[src/rtl/food_gen.sv]
// food_gen: apple placement, eat detection, score keeping and apple pixel
// overlay for the snake game. A free-running Galois LFSR proposes candidate
// cells. The first legal candidate becomes the apple. When the snake head
// reaches the apple during play, add_cube is raised for a fixed number of
// cycles and the score is incremented.
module food_gen #(
  parameter int          X_MIN     = 1,
  parameter int          X_MAX     = 38,
  parameter int          Y_MIN     = 1,
  parameter int          Y_MAX     = 28,
  parameter int          ADD_HOLD  = 4,
  parameter logic [15:0] LFSR_SEED = 16'hACE1,
  parameter int          SCORE_W   = 8
) (
  input  logic               clk,
  input  logic               rst_n,
  input  logic [1:0]         game_status,
  input  logic [5:0]         head_x,
  input  logic [5:0]         head_y,
  input  logic [9:0]         pos_x,
  input  logic [9:0]         pos_y,
  output logic [5:0]         apple_x,
  output logic [5:0]         apple_y,
  output logic               apple_valid,
  output logic               add_cube,
  output logic [SCORE_W-1:0] score,
  output logic               apple_show
);

  // Placement / eat controller states
  localparam logic [1:0] ST_PLACE = 2'b00;
  localparam logic [1:0] ST_WAIT  = 2'b01;
  localparam logic [1:0] ST_EAT   = 2'b10;

  // Game status encodings (01 behaves like DIE because only PLAY eats)
  localparam logic [1:0] GS_RESTART = 2'b00;
  localparam logic [1:0] GS_PLAY    = 2'b10;

  localparam logic [15:0] LFSR_MASK = 16'hB400;

  // Legal apple window, sized to the cell coordinate width
  localparam logic [5:0] X_LO = 6'(X_MIN);
  localparam logic [5:0] X_HI = 6'(X_MAX);
  localparam logic [5:0] Y_LO = 6'(Y_MIN);
  localparam logic [5:0] Y_HI = 6'(Y_MAX);

  // Hold counter counts down from ADD_HOLD-1 to zero
  localparam int                HOLD_W    = (ADD_HOLD > 1) ? $clog2(ADD_HOLD) : 1;
  localparam logic [HOLD_W-1:0] HOLD_LOAD = HOLD_W'(ADD_HOLD - 1);
  localparam logic [HOLD_W-1:0] HOLD_ONE  = HOLD_W'(1);
  localparam logic [HOLD_W-1:0] HOLD_ZERO = HOLD_W'(0);

  localparam logic [SCORE_W-1:0] SCORE_MAX  = {SCORE_W{1'b1}};
  localparam logic [SCORE_W-1:0] SCORE_ONE  = SCORE_W'(1);
  localparam logic [SCORE_W-1:0] SCORE_ZERO = SCORE_W'(0);

  // Advance a right-shifting Galois LFSR by one step
  function automatic logic [15:0] lfsr_step(input logic [15:0] cur);
    logic [15:0] nxt;
    nxt = {1'b0, cur[15:1]};
    if (cur[0]) begin
      nxt = nxt ^ LFSR_MASK;
    end else begin
      nxt = nxt;
    end
    return nxt;
  endfunction

  // Registered state
  logic [15:0]        lfsr_r;
  logic [1:0]         state_r;
  logic [5:0]         apple_x_r;
  logic [5:0]         apple_y_r;
  logic               apple_valid_r;
  logic               add_cube_r;
  logic [SCORE_W-1:0] score_r;
  logic [HOLD_W-1:0]  hold_r;

  // Next-state values
  logic [1:0]         state_s;
  logic [5:0]         apple_x_s;
  logic [5:0]         apple_y_s;
  logic               apple_valid_s;
  logic               add_cube_s;
  logic [SCORE_W-1:0] score_s;
  logic [HOLD_W-1:0]  hold_s;

  // Decoded conditions
  logic [5:0] cand_x_s;
  logic [5:0] cand_y_s;
  logic       cand_ok_s;
  logic       head_hit_s;
  logic       restart_s;
  logic       play_s;

  // Decode the LFSR candidate and the head/apple relationship
  always_comb begin
    cand_x_s   = lfsr_r[5:0];
    cand_y_s   = lfsr_r[13:8];
    restart_s  = (game_status == GS_RESTART);
    play_s     = (game_status == GS_PLAY);
    head_hit_s = (head_x == apple_x_r) && (head_y == apple_y_r);
    // A candidate is usable if it is inside the interior and not under the head
    cand_ok_s  = (cand_x_s >= X_LO) && (cand_x_s <= X_HI) &&
                 (cand_y_s >= Y_LO) && (cand_y_s <= Y_HI) &&
                 !((cand_x_s == head_x) && (cand_y_s == head_y));
  end

  // Controller next-state logic; RESTART overrides every state
  always_comb begin
    state_s       = state_r;
    apple_x_s     = apple_x_r;
    apple_y_s     = apple_y_r;
    apple_valid_s = apple_valid_r;
    add_cube_s    = add_cube_r;
    score_s       = score_r;
    hold_s        = hold_r;
    if (restart_s) begin
      state_s       = ST_PLACE;
      apple_x_s     = 6'd0;
      apple_y_s     = 6'd0;
      apple_valid_s = 1'b0;
      add_cube_s    = 1'b0;
      score_s       = SCORE_ZERO;
      hold_s        = HOLD_ZERO;
    end else begin
      case (state_r)
        ST_PLACE: begin
          if (cand_ok_s) begin
            apple_x_s     = cand_x_s;
            apple_y_s     = cand_y_s;
            apple_valid_s = 1'b1;
            state_s       = ST_WAIT;
          end else begin
            state_s       = ST_PLACE;
          end
        end
        ST_WAIT: begin
          // Only PLAY eats; DIE (and 01) leave the apple in place
          if (play_s && head_hit_s) begin
            add_cube_s    = 1'b1;
            apple_valid_s = 1'b0;
            hold_s        = HOLD_LOAD;
            state_s       = ST_EAT;
            if (score_r != SCORE_MAX) begin
              score_s = score_r + SCORE_ONE;
            end else begin
              score_s = score_r;
            end
          end else begin
            state_s = ST_WAIT;
          end
        end
        ST_EAT: begin
          // add_cube was raised on entry; drop it after ADD_HOLD cycles
          if (hold_r == HOLD_ZERO) begin
            add_cube_s = 1'b0;
            state_s    = ST_PLACE;
          end else begin
            hold_s     = hold_r - HOLD_ONE;
          end
        end
        default: begin
          state_s       = ST_PLACE;
          apple_valid_s = 1'b0;
          add_cube_s    = 1'b0;
          hold_s        = HOLD_ZERO;
        end
      endcase
    end
  end

  // LFSR free-runs in every state; only rst_n reloads it
  always_ff @(posedge clk or negedge rst_n) begin
    if (!rst_n) begin
      lfsr_r <= LFSR_SEED;
    end else begin
      lfsr_r <= lfsr_step(lfsr_r);
    end
  end

  // Controller and output registers
  always_ff @(posedge clk or negedge rst_n) begin
    if (!rst_n) begin
      state_r       <= ST_PLACE;
      apple_x_r     <= 6'd0;
      apple_y_r     <= 6'd0;
      apple_valid_r <= 1'b0;
      add_cube_r    <= 1'b0;
      score_r       <= SCORE_ZERO;
      hold_r        <= HOLD_ZERO;
    end else begin
      state_r       <= state_s;
      apple_x_r     <= apple_x_s;
      apple_y_r     <= apple_y_s;
      apple_valid_r <= apple_valid_s;
      add_cube_r    <= add_cube_s;
      score_r       <= score_s;
      hold_r        <= hold_s;
    end
  end

  // Pixel overlay: 16x16 cells, visible area only
  always_comb begin
    apple_show = apple_valid_r &&
                 (pos_x < 10'd640) && (pos_y < 10'd480) &&
                 (pos_x[9:4] == apple_x_r) && (pos_y[9:4] == apple_y_r);
  end

  assign apple_x     = apple_x_r;
  assign apple_y     = apple_y_r;
  assign apple_valid = apple_valid_r;
  assign add_cube    = add_cube_r;
  assign score       = score_r;

endmodule

[config.mk]
export PLATFORM = sky130hd
export DESIGN_NAME = food_gen
export DESIGN_NICKNAME = d
export VERILOG_FILES = /design/src/rtl/food_gen.sv
export SDC_FILE = /design/constraint.sdc
export NUM_CORES = 1
export LEC_CHECK = 0
export CAP_MARGIN = 25
export CORE_MARGIN = 4
export CORE_UTILIZATION = 47
export CTS_BUF_LIST = sky130_fd_sc_hd__clkbuf_4
export CTS_CLUSTER_SIZE = 8
export DETAILED_ROUTE_END_ITERATION = 8
export PLACE_DENSITY_LB_ADDON = 0.2
export SYNTH_ARGS = -nofsm -noshare
export SYNTH_HDL_FRONTEND = slang
export SYNTH_SLANG_ARGS = --single-unit
[constraint.sdc]
create_clock -name clk -period 3.7 [get_ports clk]
set_input_delay 0.74 -clock clk [delete_from_list [all_inputs] [get_ports clk]]
set_output_delay 0.74 -clock clk [all_outputs]
set_load 0.03 [all_outputs]
== Word level (Yosys, flattened, before mapping) ==
Index checks and enable logic that the tools add are counted.
Cells by class
  bitwise logic cells: 1
  reduce and logical (&&, ||, !) cells: 25
  magnitude comparators: 6
  eq/ne operators: 16
  mux-type cells: 28
  add/subtract/negate cells: 2
Operator list (count)
  6-bit equality test: 6
  6-bit 2-to-1 mux: 6
  8-bit 2-to-1 mux: 4
  16-bit 2-to-1 mux: 1
  6-bit by 1-bit greater-or-equal comparator with 1-bit output (second input constant): 2
  2-bit 2-to-1 mux: 6
  3-bit != test (second input constant): 4
  2-bit one-hot mux with 3 select lines: 2
  3-bit AND reduction: 4
  1-bit logical AND: 11
  10-bit < comparator (second input constant): 1
  10-bit by 9-bit < comparator with 1-bit output (second input constant): 1
  2-bit nonzero test: 5
  8-bit by 1-bit adder with 8-bit output (second input constant): 1
  8-bit != test (second input constant): 1
  1-bit 2-to-1 mux: 7
  6-bit by 5-bit less-or-equal comparator with 1-bit output (second input constant): 1
  6-bit less-or-equal comparator (second input constant): 1
  2-bit logical NOT: 3
  1-bit one-hot mux with 3 select lines: 2
  2-bit equality test (second input constant): 2
  2-bit != test (second input constant): 2
  3-bit NOT with 4-bit output: 1
  2-bit by 1-bit equality test with 1-bit output (second input constant): 1
  3 further kinds: 3
Word-level totals
  output and inout bits: 23
  logic and storage cells: 86
  register bits: 42
  input bits: 36

== Longest topological paths before layout ==
  depth in word-level cells: 8
  gate-level depth with buffers: 7
  gate-level depth less buffers: 6

== Least setup slack after synthesis ==
OpenSTA, ideal clock, no wires.
  path type: input -> output
  from: input port pos_x[9]
  to: output port apple_show
  arrival time: 2765 ps
  stages: 4
  data required time: 2960 ps
  path buffers: 0
  path slack: 195 ps
  cell sequence: nor2b_1 nor4b_1 nand3_1 a2111oi_0
Between the ends
  cells in the longest elaborated chain, start to end: 5
RTL lines
  start: declaration: RTL line 20  | input logic [9:0] pos_x,
  10-bit < comparator: RTL line 206  | (pos_x < 10'd640) && (pos_y < 10'd480) &&
  1-bit logical AND: RTL line 205  | apple_show = apple_valid_r &&
  1-bit logical AND: RTL line 206
  1-bit logical AND *: RTL line 206
  1-bit logical AND *: RTL line 207  | (pos_x[9:4] == apple_x_r) && (pos_y[9:4] == apple_y_r);
  end: declaration: RTL line 27  | output logic apple_show
Mark *: on every way between the ends. The rest lies on a longest branch, timed or not.

== Worst setup path in the final report ==
Ends and elaborated chain as after synthesis.

==> flow_summary.json <==
{
  "design_power_total_mw": 0.7482,
  "synth_top_flop_cell": "dfrtp_1",
  "cts.sinks": 42,
  "synth_cells": 205,
  "reg2reg_setup_slack_ns": 1.41,
  "num_vias": 1752,
  "crit_path_end_kind": "primary output",
  "ant_nets": 0,
  "hold-path-endpoint": "lfsr_r[5]",
  "syn2layout_area_growth_pct": 26.94,
  "cts-root-buf": "clkbuf_4",
  "slew_violations": 0,
  "dieArea_mm2": 0.005886,
  "clockBufferDepth": 2,
  "grt_pass1_wl_um": 8521,
  "final-setup-viol-count": 0,
  "min_from": "lfsr_r[6]",
  "gp_congestion": 0.7865,
  "startpoint_type": "input port",
  "grt_pass1_vias": 1611,
  "ff2ff_path_depth": 5,
  "cts_buffers": 5,
  "path_clk_slew_ns": 0.12,
  "ys_types": 40,
  "r2r-start": "apple_x[1]",
  "gr-total-overflow": 0,
  "cap_violations": 0,
  "period_minus_slack_ns": 3.140,
  "synth_commonest_cells": "34 x dfrtp_1, 32 x xor2_1, 13 x a21oi_1",
  "status": "complete, no violations",
  "portBuffers": 50,
  "r2r-end": "score[3]",
  "grt_max_degree": 43,
  "path_max_fanout": 2,
  "critPathRequiredTime_ns": 2.96,
  "yosysTopAreaCellShare": 0.3833,
  "htree_levels": 2,
  "synth.most_common_cell": "dfrtp_1",
  "yosysSeqAreaShare": 0.4780,
  "row_count": 24,
  "antenna_cells": 0,
  "crit_chain": "clkdlybuf4s50_1 > nor2b_1 > nor4b_1 > nand3_1 > a2111oi_0 > dlymetal6s2s_1",
  "ios": 59,
  "via_per_inst": 5.670,
  "rsz0062_at_grt": "no",
  "drive_gt1_frac": 0.08560,
  "syn_area_per_cell_um2": 10.83,
  "syn_area_mm2": 0.002220,
  "hpwl_um": 3936,
  "drc_errors": 0,
  "fin_ws_ns": 0.5597,
  "yosysWarnings": 0,
  "core_area_mm2": 0.004474,
  "path_buf_inv": 2,
  "fin_worst_skew_ns": 0.005935,
  "fin_crit_sh": 0.8487,
  "die_h_um": 76.72,
  "synth_edf_count": 0,
  "syn_nets": 246,
  "critPathMaxStageDelay_ns": 0.42,
  "die_width_um": 76.72,
  "track_usage": 0.1828,
  "synth-seq-cells": 42,
  "leakage_nw": 1.226,
  "cp.arrival_ns": 2.40,
  "finalWirelength_um": 5307,
  "drt_iter0_markers": 69,
  "floorplan.initialDensity": 0.4961,
  "crit_path_top_delay_cell": "clkdlybuf4s50_1",
  "critPathTopFamily": "buffers and inverters",
  "ir_drop_mv": 0.2230,
  "synth.area.top_cells": "dfrtp_1 38%, xor2_1 13%, dfstp_2 9.5%, a22o_1 4.3%, a21oi_1 2.9%",
  "tritoncts": "built",
  "async_flop_share": 1.000,
  "hold_buffers": 0,
  "place_ws_ns": 0.1102,
  "wl_per_cell_um": 17.17,
  "fin_nets": 297,
  "power_density_mw_per_mm2": 265.5,
  "fmax_mhz": 318.4,
  "hp-class": "reg -> reg",
  "tightest_slew_ns": 0.8894,
  "path_class": "in -> out",
  "setup_tns_ns": 0,
  "antenna_found_initial": 0,
  "synth_area_leader_cell": "dfrtp_1",
  "hold_viol": 0,
  "dr.pass1.iters": 4,
  "clock_latency_ns": 0.34,
  "relSlewSlack": 0.4071,
  "holdPathStages": 0
}
how the worst max path moves through the flow:
| stage | cells past startpoint | start | endpoint |
|---|---|---|---|
| 2_1_floorplan | 4 | pos_x[9] | apple_show |
| 3_3_place_gp | 6 | pos_y[7] | apple_show |
| 3_5_place_dp | 6 | pos_x[9] | apple_show |
| 4_1_cts | 6 | pos_x[9] | apple_show |
| 5_1_grt | 6 | pos_y[7] | apple_show |
| 6_report | 6 | pos_x[9] | apple_show |
power by group:
part | switching (mW) | internal [mW] | leakage (nW)
sequential | 0.00000000293 | 0.459 | 0.558
combinational | 0.0352 | 0.0380 | 0.636
clock | 0.137 | 0.0789 | 0.0331
through the flow:
stage / hold slack, ns / cells / utilization / area (µm²)
final: 0.3574 / 309 / 0.6298 / 2818
after global routing: 0.3673 / 309 / 0.6298 / 2818
after CTS: 0.3648 / 309 / 0.6292 / 2815
after detailed placement: 0.3478 / 301 / 0.6172 / 2761
after global placement: 0.3457 / 301 / 0.6172 / 2761
after floorplan: 0.3452 / 205 / - / 2220
cells by family after synthesis:
group           share of synthesized area
compound gates                     0.1488
xor+xnor                           0.1460
fa+ha+maj                         0.02818
buf+inv                           0.02536
flops                              0.4780
simple gates                       0.1736
flip-flops by register name, indices dropped and copies added, names as in the netlist:
signal,flops
lfsr_r,16
score,8
apple_x,6
apple_y,6
hold_r,2
state_r,2
add_cube,1
apple_valid,1
routing by layer:
layer	wire length, µm	up-vias	GRT usage	part of all wire
met5	0	-	0	0
met1	2552	859	0.2672	0.48
met3	167	4	0.03981	0.031
met4	44	0	0.05435	0.0083
li1	-	860	-	-
met2	2543	29	0.2700	0.48
cells in the final DEF, fill, tap and decap left out, types with 2 or more instances in the layout:
cell	count
ha_1	5
dfrtp_1	34
nor2b_1	2
o2bb2ai_1	2
or4_1	8
dfstp_2	8
o31ai_1	7
nor2_1	7
o21ai_0	4
a21oi_1	13
nor4_4	2
buf_4	2
and3_1	4
and2_1	3
nor4_1	5
a2111oi_0	2
inv_1	6
clkdlybuf4s50_1	48
xnor2_1	5
xor2_1	32
nand4_1	2
and4_1	3
clkbuf_4	6
nor3b_1	2
nand2_1	8
a22o_1	11
nand3_1	8
area by class of cell:
cell class / count / area (µm²)
flip-flops and latches: 42 / 1061
fillers: 369 / 1657
well taps: 52 / 65.06
repair buffers: 52 / 513.0
inverters: 6 / 22.52
clock inverters: 2 / 8.758
clock buffers: 6 / 45.04
multi-input cells: 149 / 1102
timing repair:
action	in CTS	in global routing
resized for setup	0	1
setup endpoints to repair	0	1
setup buffers	0	0
Note: power is estimated with default switching activity, not from simulation.
